[src/rtl/hockey_pkg.sv]
// Shared definitions for the air-hockey datapath: match state encoding,
// winner codes, default serve/center coordinates and a saturating score
// increment used by the match sequencer.
package hockey_pkg;

  typedef enum logic [2:0] {
    ST_IDLE  = 3'd0,
    ST_SERVE = 3'd1,
    ST_PLAY  = 3'd2,
    ST_GOAL  = 3'd3,
    ST_OVER  = 3'd4
  } match_state_t;

  localparam logic [1:0] WINNER_NONE = 2'd0;
  localparam logic [1:0] WINNER_P1   = 2'd1;
  localparam logic [1:0] WINNER_P2   = 2'd2;

  localparam logic [9:0] DEF_CENTER_X = 10'd464;
  localparam logic [9:0] DEF_CENTER_Y = 10'd271;
  localparam logic [9:0] DEF_SERVE1_X = 10'd327;
  localparam logic [9:0] DEF_SERVE2_X = 10'd600;
  localparam logic [9:0] DEF_SERVE_Y  = 10'd271;

  // Score increment that sticks at the 3-bit maximum.
  function automatic logic [2:0] sat_inc3(input logic [2:0] v);
    if (v == 3'd7) begin
      return 3'd7;
    end else begin
      return v + 3'd1;
    end
  endfunction

endpackage

[src/rtl/frame_timer.sv]
// Pause timer counting frame ticks.
// Ports:
//   clk        system clock
//   clr        synchronous active-high reset
//   restart    clears the count (asserted on the edge that enters a new state)
//   frame_tick tick to count (already gated to the pausing states by the caller)
//   done       registered one-cycle pulse in the cycle after the N-th tick
module frame_timer #(
  parameter int unsigned N = 60
) (
  input  logic clk,
  input  logic clr,
  input  logic restart,
  input  logic frame_tick,
  output logic done
);

  localparam logic [7:0] LAST = 8'(N - 1);

  logic [7:0] count;

  // Tick counter with registered terminal-count pulse; restart wins over a tick.
  always_ff @(posedge clk) begin
    if (clr || restart) begin
      count <= 8'd0;
      done  <= 1'b0;
    end else if (frame_tick) begin
      if (count == LAST) begin
        count <= 8'd0;
        done  <= 1'b1;
      end else begin
        count <= count + 8'd1;
        done  <= 1'b0;
      end
    end else begin
      done <= 1'b0;
    end
  end

endmodule

[src/rtl/match_ctrl.sv]
// Match sequencer: runs idle/serve/play/goal/over flow, gates the puck mover,
// loads serve positions, keeps scores and declares the winner.
// Ports:
//   clk, clr            clock, synchronous active-high reset
//   frame_tick          one-cycle frame pulse
//   start               one-cycle start button pulse
//   goal1, goal2        goal rectangle occupancy levels from the mover
//   move_en             mover may advance the puck (PLAY only)
//   serve_load          one-cycle pulse on SERVE entry
//   serve_x, serve_y    serve position
//   score1, score2      player scores
//   winner              0 none, 1 player 1, 2 player 2
//   state               current state encoding
module match_ctrl
  import hockey_pkg::*;
#(
  parameter int unsigned WIN_SCORE    = 5,
  parameter int unsigned PAUSE_FRAMES = 60,
  parameter logic [9:0]  CENTER_X     = DEF_CENTER_X,
  parameter logic [9:0]  CENTER_Y     = DEF_CENTER_Y,
  parameter logic [9:0]  SERVE1_X     = DEF_SERVE1_X,
  parameter logic [9:0]  SERVE2_X     = DEF_SERVE2_X,
  parameter logic [9:0]  SERVE_Y      = DEF_SERVE_Y
) (
  input  logic       clk,
  input  logic       clr,
  input  logic       frame_tick,
  input  logic       start,
  input  logic       goal1,
  input  logic       goal2,
  output logic       move_en,
  output logic       serve_load,
  output logic [9:0] serve_x,
  output logic [9:0] serve_y,
  output logic [2:0] score1,
  output logic [2:0] score2,
  output logic [1:0] winner,
  output logic [2:0] state
);

  localparam logic [2:0] WIN = 3'(WIN_SCORE);

  match_state_t cur_state, nxt_state;
  logic [2:0]   score1_nxt, score2_nxt;
  logic [1:0]   winner_nxt;
  logic [9:0]   serve_x_nxt, serve_y_nxt;
  logic         goal1_q, goal2_q;
  logic         goal1_rise, goal2_rise;
  logic         pause_tick, restart, pause_done;

  assign goal1_rise = goal1 & ~goal1_q;
  assign goal2_rise = goal2 & ~goal2_q;
  assign pause_tick = frame_tick & ((cur_state == ST_SERVE) || (cur_state == ST_GOAL));
  // Every state change is a state entry, so the pause count restarts there.
  assign restart    = (nxt_state != cur_state);
  assign state      = cur_state;

  frame_timer #(.N(PAUSE_FRAMES)) u_timer (
    .clk        (clk),
    .clr        (clr),
    .restart    (restart),
    .frame_tick (pause_tick),
    .done       (pause_done)
  );

  // Next-state, score, winner and serve-position logic.
  always_comb begin
    nxt_state   = cur_state;
    score1_nxt  = score1;
    score2_nxt  = score2;
    winner_nxt  = winner;
    serve_x_nxt = serve_x;
    serve_y_nxt = serve_y;
    case (cur_state)
      ST_IDLE, ST_OVER: begin
        if (start) begin
          nxt_state   = ST_SERVE;
          score1_nxt  = 3'd0;
          score2_nxt  = 3'd0;
          winner_nxt  = WINNER_NONE;
          serve_x_nxt = CENTER_X;
          serve_y_nxt = CENTER_Y;
        end else begin
          nxt_state = cur_state;
        end
      end
      ST_SERVE: begin
        if (pause_done) begin
          nxt_state = ST_PLAY;
        end else begin
          nxt_state = ST_SERVE;
        end
      end
      ST_PLAY: begin
        // goal1 has priority when both rise together.
        if (goal1_rise) begin
          nxt_state   = ST_GOAL;
          score1_nxt  = sat_inc3(score1);
          serve_x_nxt = SERVE1_X;
          serve_y_nxt = SERVE_Y;
        end else if (goal2_rise) begin
          nxt_state   = ST_GOAL;
          score2_nxt  = sat_inc3(score2);
          serve_x_nxt = SERVE2_X;
          serve_y_nxt = SERVE_Y;
        end else begin
          nxt_state = ST_PLAY;
        end
      end
      ST_GOAL: begin
        if (pause_done) begin
          if (score1 == WIN) begin
            nxt_state  = ST_OVER;
            winner_nxt = WINNER_P1;
          end else if (score2 == WIN) begin
            nxt_state  = ST_OVER;
            winner_nxt = WINNER_P2;
          end else begin
            nxt_state = ST_SERVE;
          end
        end else begin
          nxt_state = ST_GOAL;
        end
      end
      default: begin
        nxt_state = ST_IDLE;
      end
    endcase
  end

  // State and output registers; outputs are derived from the next state so
  // they change on the same edge as the state.
  always_ff @(posedge clk) begin
    if (clr) begin
      cur_state  <= ST_IDLE;
      score1     <= 3'd0;
      score2     <= 3'd0;
      winner     <= WINNER_NONE;
      serve_x    <= CENTER_X;
      serve_y    <= CENTER_Y;
      move_en    <= 1'b0;
      serve_load <= 1'b0;
      goal1_q    <= 1'b0;
      goal2_q    <= 1'b0;
    end else begin
      cur_state  <= nxt_state;
      score1     <= score1_nxt;
      score2     <= score2_nxt;
      winner     <= winner_nxt;
      serve_x    <= serve_x_nxt;
      serve_y    <= serve_y_nxt;
      move_en    <= (nxt_state == ST_PLAY);
      serve_load <= (nxt_state == ST_SERVE) && (cur_state != ST_SERVE);
      goal1_q    <= goal1;
      goal2_q    <= goal2;
    end
  end

endmodule

[config.mk]
export PLATFORM = sky130hd
export DESIGN_NAME = match_ctrl
export DESIGN_NICKNAME = d
export VERILOG_FILES = /design/src/rtl/hockey_pkg.sv /design/src/rtl/frame_timer.sv /design/src/rtl/match_ctrl.sv
export SDC_FILE = /design/constraint.sdc
export NUM_CORES = 1
export LEC_CHECK = 0
export BUFFER_PORTS_ARGS = -buffer_cell sky130_fd_sc_hd__buf_4
export CAP_MARGIN = 20
export CORE_AREA = 2 2 58 60
export CTS_BUF_LIST = sky130_fd_sc_hd__clkbuf_8
export DETAILED_ROUTE_END_ITERATION = 16
export DIE_AREA = 0 0 60 62
export HOLD_SLACK_MARGIN = 0.03
export MAX_ROUTING_LAYER = met4
export PLACE_DENSITY = 0.77
export SLEW_MARGIN = 10
export SYNTH_ARGS = -nofsm -noshare
export SYNTH_HDL_FRONTEND = slang
export SYNTH_HIERARCHICAL = 1
export SYNTH_SLANG_ARGS = --single-unit
[constraint.sdc]
create_clock -name clk -period 1.9 [get_ports clk]
set_input_delay 0.38 -clock clk [delete_from_list [all_inputs] [get_ports clk]]
set_output_delay 0.38 -clock clk [all_outputs]
set_load 0.01 [all_outputs]
# Word level (Yosys, flattened, before mapping)
# Cells that the tools add are included.
[classes] add_sub_neg=3 multipliers=0 div=0 n_lt_le_gt_ge=0 n_eq_ne=20 n_shift=0 n_mux=31 n_bitwise=6 n_reduce_logical=12
[ops] op="10-bit 2-to-1 mux" count=6
[ops] op="10-bit case mux with 2 select lines" count=2
[ops] op="3-bit 2-to-1 mux" count=10
[ops] op="3-bit equality test (second input constant)" count=5
[ops] op="3-bit case mux with 2 select lines" count=2
[ops] op="3-bit case mux with 4 select lines" count=1
[ops] op="2-bit 2-to-1 mux" count=5
[ops] op="3-bit by 2-bit equality test with 1-bit output (second input constant)" count=3
[ops] op="8-bit by 1-bit adder with 8-bit output (second input constant)" count=1
[ops] op="8-bit by 6-bit equality test with 1-bit output (second input constant)" count=1
[ops] op="8-bit 2-to-1 mux" count=1
[ops] op="2-bit != test (second input constant)" count=4
[ops] op="4-bit AND reduction" count=2
[ops] op="3-bit by 1-bit adder with 3-bit output (second input constant)" count=2
[ops] op="3-bit by 1-bit equality test with 1-bit output (second input constant)" count=2
[ops] op="3-bit by 1-bit != test with 1-bit output (second input constant)" count=2
[ops] op="3-bit AND reduction" count=2
[ops] op="2-bit case mux with 2 select lines" count=1
[ops] op="2-bit nonzero test" count=2
[ops] op="2-bit OR reduction" count=2
[ops] op="1-bit bitwise AND" count=3
[ops] op="3-bit logical NOT" count=1
[ops] op="1-bit 2-to-1 mux" count=3
[ops] op="3-bit != test" count=1
[ops] op="5 further kinds" count=8
[totals] register_bits=44 latch_bits=0 ramBits=0 rom_bits=0 word_cells=84 mem_count=0

# Longest topological paths before layout
[logic_depth] ltp_word=8 depth_mapped=7 mapped_depth_nobuf=7

# By module
# Netlist, hierarchy kept.
[modules_own_cells] module="match_ctrl" n_inst=1 cells_each=115 area_per_inst_um2=998.5 seq_area_each_um2=400.4
[modules_own_cells] module="frame_timer" n_inst=1 cells_each=46 area_per_inst_um2=414.1 seq_area_each_um2=180.2

# Worst setup path after synthesis
# OpenSTA, ideal clock, no wires.
[synth_path] kind="reg-to-reg" startpoint="reg cur_state[0] (netlist: state[0])" endpoint="reg u_timer.count[7]" arrival_time_ps=1794 slack_ps=36 path_stages_with_launch=6 synth_period_minus_slack_ps=1864 path_cell_list="dfxtp_1 or2b_1 nor2_1 nand4_2 or4_1 a21oi_1"
[synth_between] word_cells_on_any_way=12
[synth_lines] item="from (decl)" line_no="match_ctrl.sv:43" source="match_state_t cur_state, nxt_state;"
[synth_lines] item="from (signal assigned)" line_no="match_ctrl.sv:146" source="cur_state <= nxt_state;"
[synth_lines] item="3-bit by 1-bit equality test with 1-bit output or 3-bit by 2-bit equality test with 1-bit output (tied branches)" line_no="match_ctrl.sv:53" source="assign pause_tick = frame_tick & ((cur_state == ST_SERVE) || (cur_state == ST_GOAL));"
[synth_lines] item="1-bit logical OR (*)" line_no="match_ctrl.sv:53"
[synth_lines] item="1-bit bitwise AND (*)" line_no="match_ctrl.sv:53"
[synth_lines] item="via pause_tick" line_no="match_ctrl.sv:49" source="logic pause_tick, restart, pause_done;"
[synth_lines] item="to (signal assigned)" line_no="frame_timer.sv:32" source="count <= count + 8'd1;"
[synth_lines] item="to (decl)" line_no="frame_timer.sv:20" source="logic [7:0] count;"
# Mark *: on every way through the listed nets, which the timed path passes. The rest lies on a longest branch.
# A chain may end at the register's enable or synchronous reset.

# Worst setup path in the final report
[layout_path] startpoint="reg score1[0]" endpoint="reg winner[1]"
[layout_between] elab_chain_cells=4 word_cells_on_any_way=6
[layout_lines] item="from (decl)" line_no="match_ctrl.sv:35" source="output logic [2:0] score1,"
[layout_lines] item="from (signal assigned)" line_no="match_ctrl.sv:147" source="score1 <= score1_nxt;"
[layout_lines] item="3-bit equality test (*)" line_no="match_ctrl.sv:112" source="if (score1 == WIN) begin"
[layout_lines] item="2-bit 2-to-1 mux" line_no="match_ctrl.sv:112"
[layout_lines] item="2-bit 2-to-1 mux" line_no="match_ctrl.sv:111" source="if (pause_done) begin"
[layout_lines] item="2-bit case mux with 2 select lines" line_no="match_ctrl.sv:74" source="case (cur_state)"
[layout_lines] item="to (signal assigned)" line_no="match_ctrl.sv:149" source="winner <= winner_nxt;"
[layout_lines] item="to (decl)" line_no="match_ctrl.sv:37" source="output logic [1:0] winner,"
# Mark *: on every way between the ends. The rest lies on a longest branch, timed or not. The select of a mux whose other input is x is not followed.

==> flow_metrics.env <==
export IMPL_layout_area_overhead_vs_synth_pct=22.76
export IMPL_netlist_area_um2=1413
export IMPL_timing_hold_worst_path_depth=2
export IMPL_placed_area_um2=1623
export IMPL_worstHoldStart="goal1"
export IMPL_postSynthRegisterBits=29
export IMPL_die_height_um=62
export IMPL_rsz_0062_raised_after_global_routing="no"
export IMPL_maxClockFrequency_ghz=0.5734
export IMPL_worst_ep_required_time_ns=2.12
export IMPL_net_switching_power_uw=280.7
export IMPL_io_buffers=26
export IMPL_routed_via_density=4.861
export IMPL_worst_setup_hold_path_clk_slew_ns=0.06
export IMPL_drt_iter0_drc=47
export IMPL_postcts_setup_bufs=0
export IMPL_antennaDiodeCount=0
export IMPL_post_route_min_period_ns=1.744
export IMPL_design_portCount=39
export IMPL_grt_pass1_vias=917
export IMPL_ir_worst_vdd_v=0.0003540
export IMPL_synth_main_ff_cell="sky130_fd_sc_hd__dfxtp_1"
export IMPL_grt_antenna_before_repair=0
export IMPL_yosysWarningCount=6
export IMPL_placement_setup_worst_slack_ns=0.1060
export IMPL_min_period_over_period=0.9178
export IMPL_critPathMaxFanout=5
export IMPL_power_density_cell_area_nw_per_um2=760.2
export IMPL_maxCapViolCount=0
export IMPL_insertion_delay_ns=0.27
export IMPL_netlist_cell_type_count=43
export IMPL_timing_setup_tns_ns=0
export IMPL_finalClockSkew_ns=0.006063
export IMPL_drcViolationCount=0
export IMPL_finalNetCount=203
export IMPL_final_core_area_utilization=0.5455
export IMPL_worstRegToRegCells=5
export IMPL_dr_total_vias=1157
export IMPL_coreArea_um2=3179
export IMPL_grt_overflow=0
export IMPL_antenna_left=0
export IMPL_mostFrequentLayoutCells="sky130_fd_sc_hd__buf_4 (32), sky130_fd_sc_hd__dfxtp_1 (28), sky130_fd_sc_hd__nor2_1 (14), sky130_fd_sc_hd__a21oi_1 (13), sky130_fd_sc_hd__conb_1 (12)"
export IMPL_clkSinkCount=29
export IMPL_r2r_start="score1[0]$_SDFFE_PP0P_"
export IMPL_post_synth_inst_count=161
export IMPL_cts_root_buffer_cell="sky130_fd_sc_hd__clkbuf_8"
export IMPL_synth_yosys_seq_area_share=0.4110
export IMPL_cts_htree_levels=2
export IMPL_largest_net_degree_at_the_start_of_global_routing=22
export IMPL_synth_edf_count=0
export IMPL_wl_mm=2.593
export IMPL_timing_critical_path_to_type="flop"
export IMPL_worst_slack_ns=0.1562
export IMPL_worstSetupStartpointType="flop"
export IMPL_power_frac_seq=0.474
export IMPL_post_cts_hold_buffer_count=0
export IMPL_cts_buffers=5
export IMPL_hp_class="input pin to flop"
export IMPL_power_report_internal_total_uw=1038
export IMPL_mostFrequentLayoutCell="sky130_fd_sc_hd__buf_4"
export IMPL_finalSetupViolations=0
export IMPL_leakage_uw=0.0006968
export IMPL_finalHoldViolCount=0
export IMPL_fraction_of_layout_cells_with_a_size_suffix_above_1=0.2552
export IMPL_rows=21
export IMPL_drv_slew=0
export IMPL_dieWidth_um=60
export IMPL_regToRegEndpoint="winner[1]$_SDFFE_PP0P_"
export IMPL_path_class="flop to flop"
export IMPL_clock_power_share=0.450
export IMPL_ctsLongestPathBuffers=2
export IMPL_combPwrFrac=0.076
export IMPL_synth_async_sr_flop_share=0
export IMPL_outcome="completed"
export IMPL_dp_hpwl_mm=1.902
export IMPL_final_design_area_no_fill_um2=1734
export IMPL_critPathArrivalTime_ns=1.97
export IMPL_grt_first_pass_wirelength_mm=3.953
export IMPL_grt_total_usage=0.1465
export IMPL_syn_avg_cell_area_um2=8.774
export IMPL_wl_per_cell_um=10.89
export IMPL_holdPathEnd="goal1_q$_SDFF_PP0_"
export IMPL_timing_hold_ws_ns=0.3372
export IMPL_setup_reg_to_reg_worst_slack_ns=0.16
export IMPL_initial_utilization=0.4443
export IMPL_gp_congestion=0.8025
export IMPL_dr_pass1_iters=4
export IMPL_cts_tree="done"
export IMPL_die_area_um2=3720
export IMPL_cts_repair_resized=0
export IMPL_netSwitchingFraction=0.2129
==> synthesized netlist by cell type, types with 2 or more instances <==
cell type | n | area, µm²
sky130_fd_sc_hd__a21oi_1 | 14 | 70.07
sky130_fd_sc_hd__ha_1 | 5 | 62.56
sky130_fd_sc_hd__nand3b_1 | 2 | 15.01
sky130_fd_sc_hd__and2_1 | 2 | 12.51
sky130_fd_sc_hd__dfxtp_1 | 29 | 580.6
sky130_fd_sc_hd__or3_1 | 2 | 12.51
sky130_fd_sc_hd__nand2b_1 | 5 | 31.28
sky130_fd_sc_hd__a21o_1 | 2 | 15.01
sky130_fd_sc_hd__a31oi_1 | 4 | 25.02
sky130_fd_sc_hd__clkbuf_1 | 2 | 7.510
sky130_fd_sc_hd__buf_4 | 15 | 112.6
sky130_fd_sc_hd__or2_2 | 2 | 12.51
sky130_fd_sc_hd__conb_1 | 2 | 7.510
sky130_fd_sc_hd__o21ai_0 | 3 | 15.01
sky130_fd_sc_hd__nand3_1 | 5 | 25.02
sky130_fd_sc_hd__nor2_1 | 15 | 56.30
sky130_fd_sc_hd__nor2b_1 | 3 | 18.77
sky130_fd_sc_hd__inv_1 | 7 | 26.28
sky130_fd_sc_hd__a311oi_1 | 4 | 35.03
sky130_fd_sc_hd__nor3_1 | 4 | 20.02
sky130_fd_sc_hd__o22ai_1 | 2 | 12.51
sky130_fd_sc_hd__nand2_1 | 9 | 33.78
sky130_fd_sc_hd__xor2_1 | 2 | 17.52
sky130_fd_sc_hd__o31ai_1 | 2 | 15.01
==> power groups by stage <==
stage | registers (µW) | clock network (µW) | logic (µW)
final | 625 | 594 | 99.7
after global placement | 637 | 0 | 97.3
after global routing | 625 | 636 | 112
after detailed placement | 637 | 0 | 98.4
after CTS | 624 | 609 | 98.7
after floorplan | 639 | 0 | 76.5
==> per-stage QoR <==
step                power (µW)  instances
floorplan                715.3        171
global placement         734.2        231
detailed placement       735.7        231
CTS                       1332        238
global route              1373        238
finish                    1318        238
==> registers in the layout, indices dropped and copies added, names as in the netlist, 2 cells and up <==
register       count
winner             2
score1             3
u_timer/count      8
serve_x            5
score2             3
state              3
==> worst max-delay path: stages (launching register included) <==
cell                      delay, ns
sky130_fd_sc_hd__dfxtp_1       0.40
sky130_fd_sc_hd__ha_1          0.19
sky130_fd_sc_hd__a22o_1        0.21
sky130_fd_sc_hd__or3b_2        0.51
sky130_fd_sc_hd__nor4b_1       0.25
sky130_fd_sc_hd__a31o_2        0.14
==> cell type report <==
cell class | instances | area [µm²]
clock buffer | 5 | 68.82
timing repair buffer | 32 | 240.2
clock inverter | 2 | 35.03
tap | 46 | 57.56
sequential | 29 | 581.8
inverter | 7 | 26.28
multi-input combinational | 117 | 724.4
fill | 315 | 1445
==> worst max path at each step <==
| stage | startpoint | end | slack [ns] | cells past startpoint |
|---|---|---|---|---|
| 5_1_grt | score1[0]$_SDFFE_PP0P_ | winner[1]$_SDFFE_PP0P_ | 0.04 | 5 |
| 6_report | score1[0]$_SDFFE_PP0P_ | winner[1]$_SDFFE_PP0P_ | 0.16 | 5 |
| 4_1_cts | state[0]$_SDFF_PP0_ | u_timer/count[7]$_SDFFE_PP0P_ | 0.09 | 5 |
| 3_5_place_dp | state[0]$_SDFF_PP0_ | u_timer/count[7]$_SDFFE_PP0P_ | 0.11 | 5 |
| 3_3_place_gp | state[0]$_SDFF_PP0_ | u_timer/count[3]$_SDFFE_PP0P_ | 0.15 | 6 |
| 2_1_floorplan | state[0]$_SDFF_PP0_ | u_timer/count[7]$_SDFFE_PP0P_ | 0.04 | 5 |
==> routing by layer <==
| layer | global-route usage | vias to the layer above | wire (µm) |
|---|---|---|---|
| li1 | - | 601 | - |
| met1 | 0.1992 | 520 | 1233 |
| met2 | 0.2081 | 32 | 1187 |
| met3 | 0.03106 | 4 | 140 |
| met4 | 0.06667 | 0 | 31 |
| met5 | - | - | 0 |
==> cells by family (layout without fill, tap and decap cells) <==
kind of cell / Yosys count / in the layout / synth area share
AND/OR/NAND/NOR: 59 / 59 / 0.2383
AO/OA/AOI/OAI: 37 / 37 / 0.1683
flip-flops: 29 / 29 / 0.4110
buffers and inverters: 25 / 46 / 0.1072
adder cells (fa/ha/maj): 5 / 5 / 0.04429
XOR/XNOR: 3 / 3 / 0.01860
other: 2 / 12 / 0.005316
multiplexers: 1 / 1 / 0.007086
Power figures use the tool's default switching activity.
